--- src/rtl/reset_sequencer.sv ---
// Staged reset release: hold all channels, then release them one by one in index order.
// Optional macro RESET_SEQ_LOCK_EN makes loss of PLL lock restart the sequence.
module reset_sequencer #(
  parameter int NUM_CH          = 4,
  parameter int CNT_W           = 24,
  parameter int HOLD_CYCLES     = 131071,
  parameter int STAGE_CYCLES    = 1024,
  parameter int DEBOUNCE_CYCLES = 16
) (
  input  logic              iClk,
  input  logic              iReset,
  input  logic              iReset_Switch,
  input  logic              iLock,
  output logic [NUM_CH-1:0] oReset_En,
  output logic              oDone
);

  localparam logic [CNT_W-1:0]  HOLD_LOAD  = CNT_W'(HOLD_CYCLES - 1);
  localparam logic [CNT_W-1:0]  STAGE_LOAD = CNT_W'(STAGE_CYCLES - 1);
  localparam logic [CNT_W-1:0]  DB_LAST    = CNT_W'(DEBOUNCE_CYCLES - 1);
  localparam logic [CNT_W-1:0]  CNT_ONE    = CNT_W'(1);
  localparam logic [NUM_CH-1:0] EN_ONE     = NUM_CH'(1);

  typedef enum logic [1:0] {
    S_HOLD    = 2'd0,
    S_RELEASE = 2'd1,
    S_DONE    = 2'd2
  } state_t;

  state_t            r_state;
  state_t            w_state_nxt;
  logic [CNT_W-1:0]  r_cnt;
  logic [CNT_W-1:0]  w_cnt_nxt;
  logic [NUM_CH-1:0] r_en;
  logic [NUM_CH-1:0] w_en_nxt;

  logic             r_sw_meta;
  logic             r_sw_sync;
  logic             r_sw_db;
  logic [CNT_W-1:0] r_db_cnt;
  logic             w_lock;
  logic             w_restart;

  always_ff @(posedge iClk) begin
    if (iReset) begin
      r_sw_meta <= 1'b0;
      r_sw_sync <= 1'b0;
      r_sw_db   <= 1'b0;
      r_db_cnt  <= '0;
    end else begin
      r_sw_meta <= iReset_Switch;
      r_sw_sync <= r_sw_meta;
      // Counter only runs while the synchronised value disagrees with the accepted one.
      if (r_sw_sync != r_sw_db) begin
        if (r_db_cnt == DB_LAST) begin
          r_sw_db  <= r_sw_sync;
          r_db_cnt <= '0;
        end else begin
          r_db_cnt <= r_db_cnt + CNT_ONE;
        end
      end else begin
        r_db_cnt <= '0;
      end
    end
  end

`ifdef RESET_SEQ_LOCK_EN
  logic r_lk_meta;
  logic r_lk_sync;

  // Lock synchroniser resets to "locked" so a steady lock does not stretch the first hold.
  always_ff @(posedge iClk) begin
    if (iReset) begin
      r_lk_meta <= 1'b1;
      r_lk_sync <= 1'b1;
    end else begin
      r_lk_meta <= iLock;
      r_lk_sync <= r_lk_meta;
    end
  end

  assign w_lock = r_lk_sync;
`else
  logic w_unused_lock;
  assign w_unused_lock = iLock;
  assign w_lock        = 1'b1;
`endif

  assign w_restart = r_sw_db | ~w_lock;

  always_ff @(posedge iClk) begin
    if (iReset) begin
      r_state <= S_HOLD;
      r_cnt   <= HOLD_LOAD;
      r_en    <= '0;
    end else begin
      r_state <= w_state_nxt;
      r_cnt   <= w_cnt_nxt;
      r_en    <= w_en_nxt;
    end
  end

  always_comb begin
    w_state_nxt = r_state;
    w_cnt_nxt   = r_cnt;
    w_en_nxt    = r_en;
    oDone       = (r_state == S_DONE);
    if (w_restart) begin
      w_state_nxt = S_HOLD;
      w_cnt_nxt   = HOLD_LOAD;
      w_en_nxt    = '0;
    end else begin
      case (r_state)
        S_HOLD: begin
          if (r_cnt == '0) begin
            w_en_nxt    = EN_ONE;
            w_cnt_nxt   = STAGE_LOAD;
            w_state_nxt = (NUM_CH == 1) ? S_DONE : S_RELEASE;
          end else begin
            w_cnt_nxt = r_cnt - CNT_ONE;
          end
        end
        S_RELEASE: begin
          if (r_cnt == '0) begin
            w_en_nxt  = (r_en << 1) | EN_ONE;
            w_cnt_nxt = STAGE_LOAD;
            if (w_en_nxt[NUM_CH-1]) begin
              w_state_nxt = S_DONE;
            end
          end else begin
            w_cnt_nxt = r_cnt - CNT_ONE;
          end
        end
        S_DONE: begin
          w_state_nxt = S_DONE;
        end
        default: begin
          w_state_nxt = S_HOLD;
          w_cnt_nxt   = HOLD_LOAD;
          w_en_nxt    = '0;
        end
      endcase
    end
  end

  assign oReset_En = r_en;

endmodule

--- config.mk ---
export PLATFORM = sky130hd
export DESIGN_NAME = reset_sequencer
export DESIGN_NICKNAME = d
export VERILOG_FILES = /design/src/rtl/reset_sequencer.sv
export SDC_FILE = /design/constraint.sdc
export NUM_CORES = 1
export LEC_CHECK = 0
export CAP_MARGIN = 10
export CORE_MARGIN = 2
export CORE_UTILIZATION = 30
export CTS_BUF_LIST = sky130_fd_sc_hd__clkbuf_2
export CTS_CLUSTER_DIAMETER = 120
export DETAILED_ROUTE_END_ITERATION = 12
export GPL_TIMING_DRIVEN = 0
export PLACE_DENSITY = 0.55
export SKIP_CTS_REPAIR_TIMING = 1
export SYNTH_ARGS = -nofsm -noshare
export SYNTH_HDL_FRONTEND = slang
export SYNTH_SLANG_ARGS = --single-unit
--- constraint.sdc ---
create_clock -name iClk -period 2.6 [get_ports iClk]
set_clock_uncertainty 0.05 [all_clocks]
set_input_delay 0.52 -clock iClk [delete_from_list [all_inputs] [get_ports iClk]]
set_output_delay 0.52 -clock iClk [all_outputs]
set_load 0.02 [all_outputs]
Yosys cells after proc, flatten, opt, wreduce, memory -nomap -nowiden
Cells that the tools add are included.
{"block": "word_totals", "ff_bits": 57, "latchBits": 0, "ramBits": 0, "mem_bits_ro": 0, "n_memories": 0}
{"block": "classes", "n_addsub": 2, "mul": 0, "div_mod_pow": 0, "order_cmp": 0, "eq_ne": 7, "shifts": 0, "muxes": 9, "n_bitwise": 2, "n_reduce_logical": 8}
{"operator": "case mux 24 bit (2 select lines)", "count": 1}
{"operator": "adder 24 x 1 -> 24 bit (second input constant)", "count": 1}
{"operator": "== test 24 x 4 -> 1 bit (second input constant)", "count": 1}
{"operator": "zero test 24 bit", "count": 1}
{"operator": "2-to-1 mux 24 bit", "count": 1}
{"operator": "subtractor 24 x 1 -> 24 bit (second input constant)", "count": 1}
{"operator": "case mux 4 bit (3 select lines)", "count": 1}
{"operator": "2-to-1 mux 4 bit", "count": 2}
{"operator": "2-to-1 mux 2 bit", "count": 3}
{"operator": "inequality test 2 bit (second input constant)", "count": 3}
{"operator": "case mux 2 bit (3 select lines)", "count": 1}
{"operator": "AND reduction 3 bit", "count": 2}
{"operator": "OR reduction 2 bit", "count": 2}
{"operator": "OR reduction 3 bit", "count": 1}
{"operator": "== test 2 x 1 -> 1 bit (second input constant)", "count": 1}
{"operator": "== test 2 bit (second input constant)", "count": 1}
{"operator": "zero test 2 bit", "count": 1}
{"operator": "NOT 1 bit", "count": 2}
{"operator": "AND reduction 2 bit", "count": 1}
{"operator": "inequality test 1 bit", "count": 1}

Logic depth before layout (Yosys ltp)
Gate-level depths: netlist of run 1.
{"block": "logic_depth", "ltp_word": 3, "mapped_depth": 8, "depth_no_buf": 7}

Worst setup path after synthesis of run 1
Ideal clock, no wire load.
{"block": "synth_timing", "path_type": "register -> register", "from": "register r_cnt[6]", "to": "register r_en[0] (netlist: oReset_En[0])", "setup_ps": 79, "t_arrival_ps": 2104, "required_time_ps": 2471, "setup_slack_ps": 366, "stages_incl_launch_ff": 7, "synth_period_minus_slack_ps": 2234, "path_cell_list": "dfxtp_1 -> or4_4 -> or4_1 -> buf_4 -> o31ai_4 -> nor2_1 -> a211oi_2"}
{"block": "synth_between", "elab_chain_cells": 3, "elab_cells_between_ends": 4}
{"item": "from (decl)", "line": "32", "source": "logic [CNT_W-1:0] r_cnt;"}
{"item": "from (signal assigned)", "line": "98", "source": "r_cnt <= w_cnt_nxt;"}
{"item": "zero test 24 bit *", "line": "115, 124"}
{"item": "inequality test 2 bit (no source line)"}
{"item": "AND reduction 3 bit (no source line) *"}
{"item": "to (signal assigned)", "line": "99", "source": "r_en <= w_en_nxt;"}
{"item": "to (decl)", "line": "34", "source": "logic [NUM_CH-1:0] r_en;"}
Every way passes the cells marked *; elsewhere a longest branch is shown, timed or not.
A chain may end at the register's enable or synchronous reset.

Final worst setup path of run 1
{"block": "layout_timing", "from": "register r_state[1]", "to": "output oDone"}
{"block": "layout_between", "elab_chain_cells": 1}
{"item": "from (decl)", "line": "30", "source": "state_t r_state;"}
{"item": "from (signal assigned)", "line": "97", "source": "r_state <= w_state_nxt;"}
{"item": "== test 2 bit", "line": "107", "source": "oDone = (r_state == S_DONE);"}
{"item": "to (decl)", "line": "15", "source": "output logic oDone"}
Every way passes these cells.

==> results of run 1 <==
[worst reg2reg max path: cells and delay by family (launching register included)]
| kind | cells | cell delay, ps |
|---|---|---|
| and+or+nand+nor | 3 | 1330 |
| buffers and inverters | 1 | 190 |
| AOI/OAI and AO/OA | 2 | 400 |
| DFF | 1 | 370 |
[metal layers]
metal	track usage	part of all wire	wire length (um)
met2	0.175	0.41	2380
met1	0.182	0.54	3100
met5	0	0	0
met3	0.0246	0.023	136
met4	0.0759	0.028	163
[layout make-up]
type | instances | area, um^2 | share of cell area
plain buffers | 8 | 36.3 | 0.0117
clock buffers | 12 | 60.1 | 0.0194
clock inverters | 4 | 67.6 | 0.0218
inverters | 9 | 33.8 | 0.0109
multi-input cells | 242 | 1560 | 0.502
flip-flops and latches | 57 | 1140 | 0.368
well taps | 108 | 135 | 0.0436
repair buffers | 7 | 70.1 | 0.0226
[cell usage after synthesis, types with 2 or more instances]
cell type and n:
and3_1 5, o221ai_1 2, nand2_1 25, o21ai_0 15, xor2_1 16, nor4_2 2
a32o_1 2, a21boi_0 2, nand4_1 14, and4_1 4, clkbuf_1 7, inv_1 9
a211oi_1 2, o21a_1 2, nand3_1 10, a31oi_1 9, dfxtp_1 57, mux2i_1 3
or2_2 4, nor3_1 10, o211ai_1 4, ha_1 6, a21oi_1 7, nor2_1 39
or3_1 5, a21o_1 4, xnor2_1 12, a41oi_1 2, or4_1 4, nor4_1 7
nor2b_1 8
[cells by family (layout without fill, tap and decap cells)]
logic type,count (synthesis),in the layout,synth area share
AOI/OAI and AO/OA,61,61,0.156
xor gates and xnor gates,28,28,0.0894
adders and majority gates,6,6,0.0274
buffers and inverters,17,40,0.0246
DFF,57,57,0.416
muxes,3,3,0.0109
and+or+nand+nor,144,144,0.275
[power groups by stage]
stage	Clock (mW)	Combinational, mW	Sequential, mW
2_1_floorplan	0	0.0397	0.906
3_3_place_gp	0	0.0541	0.907
3_5_place_dp	0	0.0547	0.907
4_1_cts	0.669	0.0551	0.888
5_1_grt	0.704	0.0618	0.891
6_report	0.649	0.0546	0.889
[flip-flops by register name (all words and copies together) (netlist names)]
name	cells
r_db_cnt	24
r_sw_sync	1
r_sw_meta	1
oReset_En	4
r_state	2
r_cnt	24
r_sw_db	1
[layout by cell type (no fill, tap or decap), types with 7 or more instances in the layout]
cell type	n
inv_1	9
xor2_1	16
nor3_1	10
clkbuf_2	14
nand3_1	10
o21ai_0	15
dfxtp_1	57
nand2_1	25
a31oi_1	9
a21oi_1	7
xnor2_1	12
clkdlybuf4s50_1	7
nor2b_1	8
nor2_1	39
nand4_1	14
[worst paths after layout]
| path | end | slack, ps | depth (start not counted) |
|---|---|---|---|
| hold reg to reg | r_sw_sync | 390 | 1 |
| setup / recovery | oDone | 130 | 2 |
| setup reg to reg | r_state[0] | 170 | 6 |
| hold / removal | r_sw_sync | 390 | 1 |
[through the flow]
step	std cells	setup TNS (ps)	util	power (mW)	hold slack [ps]
detailed placement	431	-1140	0.335	0.961	377
CTS	447	0	0.349	1.61	392
global route	447	0	0.352	1.66	398
finish	447	0	0.352	1.59	387
floorplan	316	0	-	0.945	364
global placement	431	-808	0.335	0.961	369
==> impl_results.md, run 1 <==
- Outcome: complete, no violations
- Worst slack at placement: -228 ps
- CP arrival: 1900 ps
- Yosys top cell area share: 0.416
- Drt first-iter violations: 90
- Worst-margin pin slew: 869 ps
- Synthesized area: 0.00274 mm^2
- Worst hold start: r_sw_meta
- Sw frac: 0.227
- Max Clock Freq: 405 MHz
- #FFs+latches synth: 57
- DR vias/cell: 5.13
- Syn avg cell area: 8.68 um^2
- IO buf count: 7
- H-tree levels: 3
- Synth cell types: 49
- Post-Route WL: 5.79 mm
- Area Growth Syn to Fin: 13.0%
- Top post-synthesis cells by area: dfxtp_1 42%, nor2_1 5.3%, xor2_1 5.1%, xnor2_1 3.8%, nand2_1 3.4%
- Clk pwr share: 0.407
- DRC viols: 0
- # rows: 34
- Synth async-reset ratio: 0
- Starting density of the core: 0.312
- Antenna Nets Post-Route: 0
- WP buf/inv: 1
- Non-Filler Cell Area, Final: 0.00310 mm^2
- GPL Wtd Cong: 0.766
- Crit path cell chain: ha_1, clkdlybuf4s50_1
- Final Cycle Share: 0.949
- YS warnings: 0
- CTS Buf Count: 9
- CTS sink cnt: 57
- Deepest clock path buffer count: 2
- N_diodes: 0
- Cell count after synthesis: 316
- CP delay by family, top: buffers and inverters
- Sequential-to-total area share from yosys stat: 0.416
- Pre-Repair DR Iteration Count: 4
- # setup viols final: 0
- Clk slew on worst S/H paths: 160 ps
- Core area: 0.00881 mm^2
- Slew Viols, Final: 0
- Number of synthesized flops with an enable pin: 0
- Max stage delay on crit path: 640 ps
- Tot GR Track Use: 0.127
- Final nets: 344
- Max-cap violations: 0
- # fillers: 893
- Flop pwr share: 0.558
- Min-delay worst type: reg2reg
- Pwr Density: 513 mW/mm^2
- Largest net degree at the start of global routing: 11
- Final hold violations: 0
- Leakage: 1.01 nW
- Internal Power: 1.23 mW
- Worst Setup SP: r_state[1]
- Peak supply drop: 0.320 mV
- Initial antenna violation count: 0
- Combinational share of power: 0.034
- Final worst slack: 134 ps
- First-pass GRT wire length: 10.1 mm
- Required @ worst endpoint: 2030 ps
- Vias in the first global route: 2156
- CP Launch Type: register
- Crit-path max FO: 6
- Ys flop type: dfxtp_1
- Setup Crit Path Kind: reg2out
- Io pins: 9
- Die X: 99.6 um
- Wire per inst: 12.9 um
- Vias after detailed routing: 2291
- Share of layout cells above drive strength 1: 0.0944
- Die area: 0.00993 mm^2
- Area after DPL: 0.00295 mm^2
- Root buf cell: clkbuf_2
- Synth Net Count: 326
- Worst slew margin: 0.416
- Largest area contributor in the netlist: dfxtp_1
- Clock tree from TritonCTS: built
- DP HPWL: 4.01 mm
- Reg-to-reg startpoint: r_cnt[6]
- Min Tclk post-route: 2470 ps
- Die Y: 99.6 um
- P_sw: 361 uW
- Crit. End Element: output pin
- Slowest-stage cell, CP: clkdlybuf4s50_1
- Grt ovf: 0
- Clock Latency Late Sink: 480 ps
- RSZ-0062 raised after global routing: false
Note: power is estimated with default switching activity, not from simulation.
==> run 2, diff against run 1 <==
--- a/config.mk
+++ b/config.mk
@@ -14,6 +14,7 @@
 export GPL_TIMING_DRIVEN = 0
 export PLACE_DENSITY = 0.55
 export SKIP_CTS_REPAIR_TIMING = 1
+export SLEW_MARGIN = 20
 export SYNTH_ARGS = -nofsm -noshare
 export SYNTH_HDL_FRONTEND = slang
 export SYNTH_SLANG_ARGS = --single-unit
==> results of run 2 <==
Same layout as run 1: the final DEF is identical, and so are final timing and power.
==> edit 1, RTL diff (config.mk and constraints of run 2) <==
Build with the macro `RESET_SEQ_LOCK_EN` defined.
--- a/src/rtl/reset_sequencer.sv
+++ b/src/rtl/reset_sequencer.sv
@@ -1,4 +1,6 @@
 // Staged reset release: hold all channels, then release them one by one in index order.
 // Optional macro RESET_SEQ_LOCK_EN makes loss of PLL lock restart the sequence.
+`define RESET_SEQ_LOCK_EN
+
 module reset_sequencer #(
   parameter int NUM_CH          = 4,
Formal check against the unedited RTL: same outputs for any inputs over 10 cycles, from zero or initial values and one cycle with iReset high; that may be too few to reach the edited logic, so the function may still have changed.
==> edit 1 against run 2 <==
- count of clock-buffer cells in the layout is 1 lower
- synthesized cell count is 3.2% higher
- setup slack better by 0.011 ns
- via count is 2.4% higher
- sequential cell count is 2 higher
- routed wire length is 4.6% higher
- die area is 2.2% higher
- final cell count is 3.6% higher
- synthesized area is 2.3% higher
- cell area is 2.8% higher
- non-clock buffer count is 5 higher
- power is 4.4% higher
==> edit 1: results (changes against run 2) <==
Parameter                              Value

Outcome
  Run status ... completed

Place
  Gpl congestion ... 0.804 (+5.0%)
  Post-detailed-placement cell area ... 3030 um2 (+2.6%)
  Pre-CTS setup slack ... -0.382 ns (-0.154 ns)
  Count of port buffers added during placement ... 8 (+1)

Setup path
  Capture point of the worst reg-to-reg path ... r_cnt[11]
  Number of cells on the worst reg-to-reg path ... 5 (-1)
  Reg2reg setup slack ... 0.14 ns (-0.03 ns)

Routing
  Sum of routed wire segments on met1 ... 3150 um (+1.6%)
  Average routed wire per standard cell ... 13.1 um (+1.0%)
  Total via count after detailed routing ... 2,347 (+2.4%)
  Iteration-0 DRC count of the detailed router ... 95 (+5.6%)
  Wire length on met3 ... 167 um (+23%)

Timing
  Actual transition at the worst max-transition pin ... 0.691 ns (-0.179 ns)
  Part of the cycle the worst path needs ... 94.4% (-0.44 points)

Hold path
  Startpoint of the most critical hold path ... r_lk_meta

Yosys
  Post-synthesis mux area share ... 0.758% (-0.34 points)
  Synthesized-area fraction occupied by adder cells ... 2.67% (-0.061 points)
  Cell types occupying the most area after synthesis ... sky130_fd_sc_hd__dfxtp_1 (42%), sky130_fd_sc_hd__xnor2_1 (7.2%), sky130_fd_sc_hd__nor2_1 (5.9%)
  Net Count, Synth ... 336 (+3.1%)
  Synth Area in Compound Gates ... 11.9% (-3.7 points)

Final layout
  Seq cells ... 59 (+3.5%)
  Non-clk bufs ... 20 (+5)
  Fill cells ... 957 (+7.2%)
  Proportion of cell area occupied by registers ... 37.0% (+0.24 points)
  Layout clock buffers ... 11 (-1)
  Area delta synth->final ... 13.6%
  Share of final-layout standard cells stronger than drive strength 1 ... 10.5% (+1.1 points)
  Buffer share of cell area ... 4.32% (+0.89 points)
  NumNets Final ... 357 (+3.8%)
  Multi-input gate area ... 1560 um2 (+0.48%)

Pwr
  Worst ir drop on vdd ... 0.210 mV (-34%)
  Net Switching ... 0.399 mW (+10%)
  Combinational share of power ... 3.8% (+0.4 points)
  Leak Pwr ... 1.02 nW (+0.92%)
  Share of power burned in the clock network ... 40.8% (about the same)

Global routing
  Gr usage total ... 13.0% (+0.25 points)
  First-pass GRT wire length ... 10,400 um (+2.4%)
  Via count of the first global-routing pass ... 2,146 (-0.46%)
  Met1 Usage GRT ... 17.8% (-0.41 points)
## edit 1: cell types whose count changed after synthesis, moves of 4 or more
cell                              run 2  this run
sky130_fd_sc_hd__o21ai_0             15         9
sky130_fd_sc_hd__xor2_1              16         7
sky130_fd_sc_hd__nor2_1              39        44
sky130_fd_sc_hd__xnor2_1             12        23
sky130_fd_sc_hd__nor4_1               7        11
sky130_fd_sc_hd__nand2b_1             1         5
sky130_fd_sc_hd__nand4_1             14         7
sky130_fd_sc_hd__a21oi_1              7        11
sky130_fd_sc_hd__nor2b_1              8         3
## edit 1: worst max path at each step
stage | end | start | depth (start not counted)
final | r_cnt[23] | iReset | 7
after global routing | r_cnt[11] | r_cnt[4] | 5
after CTS | r_db_cnt[6] | r_db_cnt[0] | 9
after detailed placement | r_cnt[23] | iReset | 7
after global placement | r_cnt[23] | iReset | 7
after floorplan | r_cnt[15] | r_cnt[4] | 6
==> edit 2, RTL diff (flow settings as in run 2) <==
Made on the original files. The 3 states of `state_t` get a one-hot encoding in 3 bits.
--- a/src/rtl/reset_sequencer.sv
+++ b/src/rtl/reset_sequencer.sv
@@ -22,8 +22,8 @@
   localparam logic [NUM_CH-1:0] EN_ONE     = NUM_CH'(1);
 
-  typedef enum logic [1:0] {
-    S_HOLD    = 2'd0,
-    S_RELEASE = 2'd1,
-    S_DONE    = 2'd2
+  typedef enum logic [2:0] {
+    S_HOLD    = 3'b001,
+    S_RELEASE = 3'b010,
+    S_DONE    = 3'b100
   } state_t;
 
Function: same outputs for any inputs over 10 cycles, from zero or initial values and one cycle with iReset high; not proved beyond that.
==> edit 2 against run 2 <==
- routed wire length decreased by 0.17%
- sequential cell count grew 1
- power increased by 1.7%
- count of clock-buffer cells in the layout down 3
- die area grew 0.70%
- non-clock buffer count up 5
- synthesized area is 0.73% higher
- core utilization shrank 1.1 points
- cell area is 0.24% higher
- setup slack worse by 0.0013 ns
- largest cell class unchanged
- largest power group unchanged
==> edit 2: results (changes against run 2) <==
Parameter                              Value

Routing
  Number of detailed-route iterations in the first pass ... 4 (unchanged)
  Detail-routed via count per cell ... 5.11 (-0.24%)
  Iteration-0 DRC count of the detailed router ... 85 (-5.6%)
  Overall routed net length ... 5780 um (-0.17%)

Global routing
  First-pass GRT wire length ... 10,100 um (about the same)
  Via count of the first global-routing pass ... 2,156 (unchanged)
  Gr usage total ... 12.7% (about the same)
  Maximum number of pins on one net before global-route repair ... 11 (unchanged)
  Initial antenna violation count ... 0 (unchanged)

Place
  Pre-CTS setup slack ... -0.129 ns (+0.0990 ns)
  Count of port buffers added during placement ... 7 (unchanged)
  Gpl congestion ... 0.707 (-7.7%)
  Post-detailed-placement cell area ... 2970 um2 (+0.81%)
  Post-detailed-placement half-perimeter wirelength ... 4030 um (+0.66%)

Clocking
  CTS H-tree lvls ... 3 (unchanged)
  Number of clock buffers inserted by TritonCTS ... 9 (unchanged)
  Clock transition at path regs ... 0.16 ns (about the same)
  Clock latency on the worst-skew pair ... 0.48 ns (about the same)
  Maximum buffer depth of the clock tree ... 2 (unchanged)
  Clk root buf ... sky130_fd_sc_hd__clkbuf_2

Yosys
  Cell types occupying the most area after synthesis ... sky130_fd_sc_hd__dfxtp_1 (42%), sky130_fd_sc_hd__nor2_1 (6.7%), sky130_fd_sc_hd__xor2_1 (6.0%)
  Net Count, Synth ... 327 (+0.31%)
  FFs w/ async S/R, synth ... 0% (unchanged)
  Yosys warning total ... 0 (unchanged)
  Post-synth cell types ... 43 (-12%)
  Part of the Yosys area used for sequential elements ... 42.0% (+0.42 points)
  Dominant register cell in the synthesized netlist ... sky130_fd_sc_hd__dfxtp_1
  Most numerous cell types in the synthesized netlist ... sky130_fd_sc_hd__dfxtp_1 (58), sky130_fd_sc_hd__nor2_1 (49), sky130_fd_sc_hd__xor2_1 (19)

Setup path
  Largest stage delay on the critical path ... 0.50 ns (-0.14 ns)
  Critical path's slowest cell ... sky130_fd_sc_hd__or4_1
  Max FO, Critical Path ... 10 (+4)
  Endpoint arrival time on the critical path ... 2.79 ns (+0.89 ns)

Final layout
  NumNets Final ... 345 (+0.29%)
  Share of final-layout standard cells stronger than drive strength 1 ... 8.21% (-1.2 points)
  Antenna diode instance count ... 0 (unchanged)

Pwr
  Sw Ratio ... 23.6% (+0.88 points)
  Leak Pwr ... 1.06 nW (+5.4%)
  Worst ir drop on vdd ... 0.253 mV (-21%)

Outcome
  Run status ... completed

Timing
  Max_slew headroom ... 28.7% (-13 points)

Hold path
  Class of the tightest hold or removal check ... flip-flop to flip-flop
-- edit 2: changes by cell type after synthesis, sizes merged, moves of 5 or more --
| cell | change |
|---|---|
| nand3 | +5 |
| a221o | +6 |
| nor2b | -5 |
| nand2 | -11 |
| nor3 | +6 |
| a31oi | -5 |
| nor2 | +11 |
-- edit 2: logic make-up after synthesis --
group / after synthesis / share of synthesized area (%)
DFF: 58 / 42.0
buffers and inverters: 23 / 3.71
AOI/OAI and AO/OA: 54 / 13.3
and+or+nand+nor: 149 / 29.1
muxes: 3 / 1.09
xor gates and xnor gates: 30 / 9.51
adders and majority gates: 3 / 1.36
-- edit 2: stage by stage --
stage / std cells / TNS, ns / total power, mW / utilization (%)
final: 452 / 0 / 1.62 / 34.1
after detailed placement: 438 / -0.198 / 1.02 / 32.6
after floorplan: 320 / 0 / 0.997 / -
after global placement: 438 / -0.163 / 1.02 / 32.6
after CTS: 452 / -0.688 / 1.64 / 33.9
after global routing: 452 / 0 / 1.69 / 34.1
-- edit 2: worst max-delay path, delay by kind of cell (launching register included) --
| kind | cells | cell delay, ns |
|---|---|---|
| buffers and inverters | 3 | 0.47 |
| AND/OR/NAND/NOR | 3 | 1.07 |
| AO/OA/AOI/OAI | 2 | 0.42 |
| flip-flops | 1 | 0.34 |
-- edit 2: area by class of cell --
type                    count  area (um2)
multi-input cells         239        1510
repair buffers              7        72.6
fillers                   977        6000
plain buffers              13        68.8
clock inverters             5        71.3
well taps                 111         139
inverters                  10        37.5
clock buffers               9        45.0
flip-flops and latches     58        1160
-- edit 2: power groups by stage --
stage / Combinational, mW / Sequential (mW) / Clock, mW
6_report: 0.0611 / 0.940 / 0.618
5_1_grt: 0.0724 / 0.946 / 0.672
4_1_cts: 0.0618 / 0.938 / 0.640
3_5_place_dp: 0.0611 / 0.958 / 0
3_3_place_gp: 0.0598 / 0.957 / 0
2_1_floorplan: 0.0459 / 0.951 / 0
-- edit 2: routing by layer --
layer	track usage [%]	vias to the layer above	wire, um
li1	-	1196	-
met1	16.0	1089	2850
met2	20.6	22	2720
met3	4.60	4	172
met4	3.48	0	34
met5	0	-	0
-- edit 2: final timing paths --
check	slack, ns	from	to	cells past startpoint
max reg2reg	0.13	r_cnt[11]	r_cnt[14]	8
min reg2reg	0.41	r_sw_meta	r_sw_sync	1
max	0.13	r_cnt[11]	r_cnt[14]	8
min	0.41	r_sw_meta	r_sw_sync	1
